**src/rtl/ascon_pack.sv**
```systemverilog
// Shared sizing, state encoding and helpers for the Ascon block sequencer.
package ascon_pack;

    localparam int unsigned BLK_W      = 64;
    localparam int unsigned CNT_W      = 4;
    localparam int unsigned WDOG_W     = 5;
    localparam int unsigned WDOG_LIMIT = 31;

    typedef enum logic [2:0] {
        ST_IDLE,
        ST_START,
        ST_WAIT_INIT,
        ST_AD_REQ,
        ST_AD_WAIT,
        ST_PT_REQ,
        ST_PT_WAIT,
        ST_DONE
    } seq_state_e;

    // States in which the watchdog runs while the core owes us something.
    function automatic logic is_watched(seq_state_e s);
        return (s == ST_START) || (s == ST_WAIT_INIT) || (s == ST_AD_WAIT) || (s == ST_PT_WAIT);
    endfunction

endpackage

```
**src/rtl/ascon_block_sequencer_if.sv**
```systemverilog
// Signal bundle between the block sequencer, its block source, the permutation core and the ciphertext sink.
interface ascon_block_sequencer_if;
    import ascon_pack::*;

    logic                 start_i;
    logic [CNT_W-1:0]     nb_ad_i;
    logic [CNT_W-1:0]     nb_pt_i;
    logic                 blk_valid_i;
    logic [BLK_W-1:0]     blk_data_i;
    logic                 blk_ready_o;
    logic                 core_start_o;
    logic [BLK_W-1:0]     core_data_o;
    logic                 core_data_valid_o;
    logic                 core_last_o;
    logic                 core_end_init_i;
    logic                 core_end_associate_i;
    logic                 core_end_cipher_i;
    logic                 core_end_i;
    logic                 core_cipher_valid_i;
    logic [BLK_W-1:0]     core_cipher_i;
    logic                 out_valid_o;
    logic [BLK_W-1:0]     out_data_o;
    logic                 out_ready_i;
    logic                 busy_o;
    logic                 done_o;
    logic                 error_o;

    modport slave (
        input  start_i, nb_ad_i, nb_pt_i, blk_valid_i, blk_data_i,
        input  core_end_init_i, core_end_associate_i, core_end_cipher_i, core_end_i,
        input  core_cipher_valid_i, core_cipher_i, out_ready_i,
        output blk_ready_o, core_start_o, core_data_o, core_data_valid_o, core_last_o,
        output out_valid_o, out_data_o, busy_o, done_o, error_o
    );

    modport master (
        output start_i, nb_ad_i, nb_pt_i, blk_valid_i, blk_data_i,
        output core_end_init_i, core_end_associate_i, core_end_cipher_i, core_end_i,
        output core_cipher_valid_i, core_cipher_i, out_ready_i,
        input  blk_ready_o, core_start_o, core_data_o, core_data_valid_o, core_last_o,
        input  out_valid_o, out_data_o, busy_o, done_o, error_o
    );

endinterface

```
**src/rtl/ascon_out_buf.sv**
```systemverilog
// One-entry valid/ready ciphertext register; a load into a full, stalled entry is dropped and flagged.
module ascon_out_buf
    import ascon_pack::*;
(
    input  logic             clk,
    input  logic             rst,
    input  logic             load,
    input  logic [BLK_W-1:0] load_data,
    input  logic             ready,
    output logic             valid,
    output logic [BLK_W-1:0] data,
    output logic             valid_next_c,
    output logic             overflow_c
);

    logic take;

    assign take         = load & (~valid | ready);
    assign valid_next_c = load | (valid & ~ready);
    assign overflow_c   = load & valid & ~ready;

    always_ff @(posedge clk) begin
        if (rst) begin
            valid <= 1'b0;
            data  <= '0;
        end else begin
            valid <= valid_next_c;
            if (take) begin
                data <= load_data;
            end
        end
    end

endmodule

```
**src/rtl/ascon_block_sequencer.sv**
```systemverilog
// Feeds AD then PT blocks to the Ascon permutation core, tracks its phase-done pulses and buffers ciphertext.
module ascon_block_sequencer
    import ascon_pack::*;
(
    input  logic                   clock_i,
    input  logic                   reset_i,
    ascon_block_sequencer_if.slave bus
);

    seq_state_e        state, state_next;
    logic [CNT_W-1:0]  ad_cnt, ad_cnt_next;
    logic [CNT_W-1:0]  pt_cnt, pt_cnt_next;
    logic [WDOG_W-1:0] wdog, wdog_next;
    logic [BLK_W-1:0]  core_data_next;
    logic              core_data_valid_next;
    logic              core_last_next;
    logic              error_next;
    logic              blk_ready_next;
    logic              core_start_next;
    logic              busy_next;
    logic              done_next;
    logic              handshake;
    logic              wdog_expire;
    logic              buf_valid_next;
    logic              buf_overflow;

    ascon_out_buf u_out_buf (
        .clk          (clock_i),
        .rst          (reset_i),
        .load         (bus.core_cipher_valid_i),
        .load_data    (bus.core_cipher_i),
        .ready        (bus.out_ready_i),
        .valid        (bus.out_valid_o),
        .data         (bus.out_data_o),
        .valid_next_c (buf_valid_next),
        .overflow_c   (buf_overflow)
    );

    assign handshake   = bus.blk_valid_i & bus.blk_ready_o;
    // Bail on the cycle the count would reach the limit, so done lands exactly LIMIT cycles after entry.
    assign wdog_expire = (wdog == WDOG_W'(WDOG_LIMIT - 1));

    always_ff @(posedge clock_i) begin
        if (reset_i) begin
            state                 <= ST_IDLE;
            ad_cnt                <= '0;
            pt_cnt                <= '0;
            wdog                  <= '0;
            bus.blk_ready_o       <= 1'b0;
            bus.core_start_o      <= 1'b0;
            bus.core_data_o       <= '0;
            bus.core_data_valid_o <= 1'b0;
            bus.core_last_o       <= 1'b0;
            bus.busy_o            <= 1'b0;
            bus.done_o            <= 1'b0;
            bus.error_o           <= 1'b0;
        end else begin
            state                 <= state_next;
            ad_cnt                <= ad_cnt_next;
            pt_cnt                <= pt_cnt_next;
            wdog                  <= wdog_next;
            bus.blk_ready_o       <= blk_ready_next;
            bus.core_start_o      <= core_start_next;
            bus.core_data_o       <= core_data_next;
            bus.core_data_valid_o <= core_data_valid_next;
            bus.core_last_o       <= core_last_next;
            bus.busy_o            <= busy_next;
            bus.done_o            <= done_next;
            bus.error_o           <= error_next;
        end
    end

    always_comb begin
        state_next           = state;
        ad_cnt_next          = ad_cnt;
        pt_cnt_next          = pt_cnt;
        error_next           = bus.error_o;
        core_data_next       = bus.core_data_o;
        core_last_next       = bus.core_last_o;
        core_data_valid_next = 1'b0;

        case (state)
            ST_IDLE: begin
                if (bus.start_i) begin
                    ad_cnt_next    = bus.nb_ad_i;
                    pt_cnt_next    = bus.nb_pt_i;
                    core_last_next = 1'b0;
                    if (bus.nb_pt_i == '0) begin
                        error_next = 1'b1;
                        state_next = ST_DONE;
                    end else begin
                        error_next = 1'b0;
                        state_next = ST_START;
                    end
                end
            end
            ST_START: state_next = ST_WAIT_INIT;
            ST_WAIT_INIT: begin
                if (bus.core_end_init_i) begin
                    state_next = (ad_cnt != '0) ? ST_AD_REQ : ST_PT_REQ;
                end else if (wdog_expire) begin
                    error_next = 1'b1;
                    state_next = ST_DONE;
                end
            end
            ST_AD_REQ: begin
                if (handshake) begin
                    core_data_next       = bus.blk_data_i;
                    core_data_valid_next = 1'b1;
                    core_last_next       = 1'b0;
                    ad_cnt_next          = ad_cnt - CNT_W'(1);
                    state_next           = ST_AD_WAIT;
                end
            end
            ST_AD_WAIT: begin
                if (bus.core_end_associate_i) begin
                    state_next = (ad_cnt != '0) ? ST_AD_REQ : ST_PT_REQ;
                end else if (wdog_expire) begin
                    error_next = 1'b1;
                    state_next = ST_DONE;
                end
            end
            ST_PT_REQ: begin
                if (handshake) begin
                    core_data_next       = bus.blk_data_i;
                    core_data_valid_next = 1'b1;
                    core_last_next       = (pt_cnt == CNT_W'(1));
                    pt_cnt_next          = pt_cnt - CNT_W'(1);
                    state_next           = ST_PT_WAIT;
                end
            end
            ST_PT_WAIT: begin
                // The final block waits for end-of-message; earlier ones for end-of-cipher.
                if (bus.core_last_o ? bus.core_end_i : bus.core_end_cipher_i) begin
                    state_next = bus.core_last_o ? ST_DONE : ST_PT_REQ;
                end else if (wdog_expire) begin
                    error_next = 1'b1;
                    state_next = ST_DONE;
                end
            end
            ST_DONE: state_next = ST_IDLE;
            default: state_next = ST_IDLE;
        endcase

        if (buf_overflow) begin
            error_next = 1'b1;
        end

        wdog_next       = (is_watched(state) && (state_next == state)) ? wdog + WDOG_W'(1) : '0;
        blk_ready_next  = (state_next == ST_AD_REQ) || ((state_next == ST_PT_REQ) && !buf_valid_next);
        core_start_next = (state_next == ST_START);
        busy_next       = (state_next != ST_IDLE);
        done_next       = (state_next == ST_DONE);
    end

endmodule

```
**src/flat_wrapper.sv**
```systemverilog
// flat-port wrapper written by rule: the top's interface ports become plain ports
module ascon_block_sequencer_flat import ascon_pack::*;
  (clock_i, reset_i, bus_start_i, bus_nb_ad_i, bus_nb_pt_i, bus_blk_valid_i, bus_blk_data_i, bus_core_end_init_i, bus_core_end_associate_i, bus_core_end_cipher_i, bus_core_end_i, bus_core_cipher_valid_i, bus_core_cipher_i, bus_out_ready_i, bus_blk_ready_o, bus_core_start_o, bus_core_data_o, bus_core_data_valid_o, bus_core_last_o, bus_out_valid_o, bus_out_data_o, bus_busy_o, bus_done_o, bus_error_o);
  ascon_block_sequencer_if bus_i ();
  input  logic clock_i;
  input  logic reset_i;
  input wire logic [$bits(bus_i.start_i)-1:0] bus_start_i;
  input wire logic [$bits(bus_i.nb_ad_i)-1:0] bus_nb_ad_i;
  input wire logic [$bits(bus_i.nb_pt_i)-1:0] bus_nb_pt_i;
  input wire logic [$bits(bus_i.blk_valid_i)-1:0] bus_blk_valid_i;
  input wire logic [$bits(bus_i.blk_data_i)-1:0] bus_blk_data_i;
  input wire logic [$bits(bus_i.core_end_init_i)-1:0] bus_core_end_init_i;
  input wire logic [$bits(bus_i.core_end_associate_i)-1:0] bus_core_end_associate_i;
  input wire logic [$bits(bus_i.core_end_cipher_i)-1:0] bus_core_end_cipher_i;
  input wire logic [$bits(bus_i.core_end_i)-1:0] bus_core_end_i;
  input wire logic [$bits(bus_i.core_cipher_valid_i)-1:0] bus_core_cipher_valid_i;
  input wire logic [$bits(bus_i.core_cipher_i)-1:0] bus_core_cipher_i;
  input wire logic [$bits(bus_i.out_ready_i)-1:0] bus_out_ready_i;
  output wire logic [$bits(bus_i.blk_ready_o)-1:0] bus_blk_ready_o;
  output wire logic [$bits(bus_i.core_start_o)-1:0] bus_core_start_o;
  output wire logic [$bits(bus_i.core_data_o)-1:0] bus_core_data_o;
  output wire logic [$bits(bus_i.core_data_valid_o)-1:0] bus_core_data_valid_o;
  output wire logic [$bits(bus_i.core_last_o)-1:0] bus_core_last_o;
  output wire logic [$bits(bus_i.out_valid_o)-1:0] bus_out_valid_o;
  output wire logic [$bits(bus_i.out_data_o)-1:0] bus_out_data_o;
  output wire logic [$bits(bus_i.busy_o)-1:0] bus_busy_o;
  output wire logic [$bits(bus_i.done_o)-1:0] bus_done_o;
  output wire logic [$bits(bus_i.error_o)-1:0] bus_error_o;
  assign bus_i.start_i = bus_start_i;
  assign bus_i.nb_ad_i = bus_nb_ad_i;
  assign bus_i.nb_pt_i = bus_nb_pt_i;
  assign bus_i.blk_valid_i = bus_blk_valid_i;
  assign bus_i.blk_data_i = bus_blk_data_i;
  assign bus_i.core_end_init_i = bus_core_end_init_i;
  assign bus_i.core_end_associate_i = bus_core_end_associate_i;
  assign bus_i.core_end_cipher_i = bus_core_end_cipher_i;
  assign bus_i.core_end_i = bus_core_end_i;
  assign bus_i.core_cipher_valid_i = bus_core_cipher_valid_i;
  assign bus_i.core_cipher_i = bus_core_cipher_i;
  assign bus_i.out_ready_i = bus_out_ready_i;
  assign bus_blk_ready_o = bus_i.blk_ready_o;
  assign bus_core_start_o = bus_i.core_start_o;
  assign bus_core_data_o = bus_i.core_data_o;
  assign bus_core_data_valid_o = bus_i.core_data_valid_o;
  assign bus_core_last_o = bus_i.core_last_o;
  assign bus_out_valid_o = bus_i.out_valid_o;
  assign bus_out_data_o = bus_i.out_data_o;
  assign bus_busy_o = bus_i.busy_o;
  assign bus_done_o = bus_i.done_o;
  assign bus_error_o = bus_i.error_o;
  ascon_block_sequencer u_core (.clock_i(clock_i), .reset_i(reset_i), .bus(bus_i));
endmodule
```
**config.mk**
```make
export PLATFORM = sky130hd
export DESIGN_NAME = ascon_block_sequencer_flat
export DESIGN_NICKNAME = d
export VERILOG_FILES = /design/src/rtl/ascon_pack.sv /design/src/rtl/ascon_block_sequencer_if.sv /design/src/rtl/ascon_out_buf.sv /design/src/rtl/ascon_block_sequencer.sv /design/src/flat_wrapper.sv
export SDC_FILE = /design/constraint.sdc
export NUM_CORES = 1
export LEC_CHECK = 0
export CORE_MARGIN = 10
export CORE_UTILIZATION = 30
export DETAILED_ROUTE_END_ITERATION = 7
export DONT_BUFFER_PORTS = 1
export MAX_ROUTING_LAYER = met4
export SLEW_MARGIN = 20
export SYNTH_ARGS = -nofsm -noshare
export SYNTH_HDL_FRONTEND = slang
export SYNTH_SLANG_ARGS = --single-unit
export TNS_END_PERCENT = 5
```
**constraint.sdc**
```tcl
create_clock -name clock_i -period 2.1 [get_ports clock_i]
set_clock_uncertainty 0.05 [all_clocks]
set_input_delay 0.105 -clock clock_i [delete_from_list [all_inputs] [get_ports clock_i]]
set_output_delay 0.105 -clock clock_i [all_outputs]
set_load 0.005 [all_outputs]
```
==> results_dict.tcl <==
set metrics [dict create \
    status "finished, final reports clean" \
    hold_viol_final 0 \
    leakagePower_nw 3.04 \
    clock-sinks 152 \
    seq_area_um2 3040 \
    cts_setup_buffers 0 \
    setup_viol_count_final 0 \
    post-route-min-period_ns 2.01 \
    wl_per_cell_um 17.8 \
    ys_seq_elements 152 \
    synth_cells 725 \
    drv_cap 0 \
    mostFrequentLayoutCell "nand2_1" \
    grt_usage 0.137 \
    crit_required_ns 2.41 \
    yosysTopAreaCell "dfxtp_1" \
    critPathMaxFanout 64 \
    fin_crit_sh 0.955 \
    yosys.area.top_type_share 0.523 \
    synth-seq-area-share 0.523 \
    post-dp-hpwl_mm 12.8 \
    syn_area_um2 5810 \
    first_pass_iters 5 \
    drive_gt1_frac 0.0753 \
    root_buffer "clkbuf_16" \
    r2r-start "u_core.u_out_buf.valid" \
    holdPathEnd "u_core.bus.error_o" \
    grt_pass1_vias 4561 \
    final_cell_mix "nand2_1, dfxtp_1, dlygate4sd3_1" \
    multi_input_area_um2 2530 \
    utilization 0.431 \
    core_um2 18900 \
    cts_inserted_buffers 17 \
    cts_tree "built" \
    critPathCaptureType "flip-flop" \
    grt_max_degree 145 \
    start_kind "flip-flop" \
    r2r_slack_ns 0.09 \
    fmax_ghz 0.498 \
    relSlewSlack 0.647 \
    rows 50 \
    drtIter0Drc 431 \
    insertion_delay_ns 0.41 \
    place_area_um2 6050 \
    worstMarginPinSlew_ns 0.525 \
    min_path_cells 3 \
    synth.area.top_cells "dfxtp_1, nand2_1, a21oi_1" \
    min_from "bus_nb_pt_i[3]" \
    synth.avg_cell_area_um2 8.02 \
    numPortBuffers 0 \
    p_per_area_nw_per_um2 945 \
    n_fill_cell 1811 \
    ir_drop_mv 0.477 \
    die_w_um 159 \
    routed_via_density 4.84 \
    synth_cell_types 50 \
    worstSetupPathType "flip-flop to flip-flop" \
    hold_path.class "input pin to flip-flop" \
    drc 0 \
    cts_buffer_depth 2 \
    final_nets 1001 \
    die_y_um 159 \
    slew_viol_final 0 \
    num_io_pins 282 \
    drt_wl_total_mm 20.0 \
    dieArea_um2 25300 \
    start_util 0.308 \
    ys.warnings.count 0 \
    grt_antenna_before_repair 0 \
    syn-num-nets 876 \
    reg2reg_depth 6 \
    vias 5432 \
    htree_levels 4 \
    cts.clk_slew.worst_paths_ns 0.07 \
    diodes 0 \
    syn_to_final_growth_pct 40.0 \
    grt_pass1_wl_mm 27.0 \
    rr_endpoint "u_core.u_out_buf.data[54]" \
    globalplace.congestion 0.845 \
    postLayoutCellArea_um2 8140 \
    grt_overflow 0 \
    crit_arrival_ns 2.31 \
    ant_nets 0 \
]
## cell type report
cell class / count / share of cell area
well taps: 260 / 0.0400
clock inverters: 13 / 0.0197
repair buffers: 156 / 0.197
flip-flops and latches: 152 / 0.374
multi-input cells: 515 / 0.310
inverters: 8 / 0.00369
clock buffers: 19 / 0.0556
## routing by layer
layer,part of all wire,track usage,routed length [um]
met1,0.39,0.153,7870
met3,0.11,0.0689,2230
met2,0.48,0.209,9610
met5,0,-,0
met4,0.014,0.0438,274
## registers in the layout, summed over array words and instances (netlist names)
name and cells:
u_core.bus.done_o 1, u_core.bus.error_o 1, u_core.u_out_buf.data 64, u_core.wdog 5, u_core.bus.core_data_valid_o 1, u_core.bus.busy_o 1, u_core.bus.core_start_o 1, u_core.bus.core_last_o 1
u_core.state 3, u_core.u_out_buf.valid 1, u_core.ad_cnt 4, u_core.bus.core_data_o 64, u_core.bus.blk_ready_o 1, u_core.pt_cnt 4
## critical path: stages, from the launching register on
cell	delay [ns]
dfxtp_1	0.33
nor2b_2	0.19
nor2b_4	0.11
buf_6	0.37
nand2_1	0.13
a21oi_1	0.17
dlygate4sd3_1	0.57
## worst max path at each step
| stage | from | to | slack (ns) | cells past startpoint |
|---|---|---|---|---|
| 2_1_floorplan | u_core.ad_cnt[0] | u_core.bus.blk_ready_o | 0.33 | 7 |
| 5_1_grt | u_core.u_out_buf.valid | u_core.u_out_buf.data[12] | -0.005 | 6 |
| 4_1_cts | u_core.u_out_buf.valid | u_core.u_out_buf.data[54] | 0.02 | 6 |
| 6_report | u_core.u_out_buf.valid | u_core.u_out_buf.data[54] | 0.09 | 6 |
| 3_5_place_dp | u_core.ad_cnt[0] | u_core.bus.blk_ready_o | 0.20 | 7 |
| 3_3_place_gp | u_core.ad_cnt[0] | u_core.bus.blk_ready_o | 0.24 | 7 |
## metrics by stage
stage	setup TNS [ns]	worst slack, ns	total power, mW	hold slack, ns	cells
floorplan	0	0.326	4.16	0.186	725
global placement	0	0.236	4.31	0.141	948
detailed placement	0	0.199	4.32	0.142	948
CTS	0	0.0166	7.52	-0.313	987
global route	-0.00482	-0.00482	8.06	0.00429	1123
finish	0	0.0939	7.69	0.0280	1123
## logic make-up (layout without fill, tap and decap cells)
family | count (synthesis) | after routing | share of synthesized area
AND/OR/NAND/NOR | 335 | 335 | 0.242
AO/OA/AOI/OAI | 168 | 168 | 0.166
flip-flops | 152 | 152 | 0.523
buffers and inverters | 58 | 196 | 0.0467
adder cells (fa/ha/maj) | 5 | 5 | 0.0108
multiplexers | 4 | 4 | 0.00689
XOR/XNOR | 3 | 3 | 0.00452
## Yosys cell counts (all sizes together)
library cell	instances
buf	22
nor3	5
nand2b	3
or2	1
inv	8
nor2	27
a22oi	4
a31oi	2
a41oi	1
and3	1
o32a	1
nand3	5
mux2i	4
a211oi	3
nand3b	7
a21o	3
a2111oi	1
or2b	1
nor2b	2
xnor2	1
a21oi	139
o21ai	10
xor2	2
nor4	3
ha	5
and2b	2
nor3b	3
or3	2
dfxtp	152
nor4b	1
a22o	2
or3b	3
clkbuf	28
and2	1
o31ai	1
a311oi	1
nand2	265
nand4	3
## report_power, final
| group | switching [mW] | internal [mW] |
|---|---|---|
| sequential | 0.199 | 3.07 |
| clock | 1.30 | 1.86 |
| combinational | 0.631 | 0.641 |
## repair_timing
action                                  in CTS  in global routing
endpoints found under the hold margin      152                141
hold buffers                                 7                135
gates resized for setup                      0                  3
endpoints found under the setup margin       0                  5
Note: power is estimated with default switching activity, not from simulation.
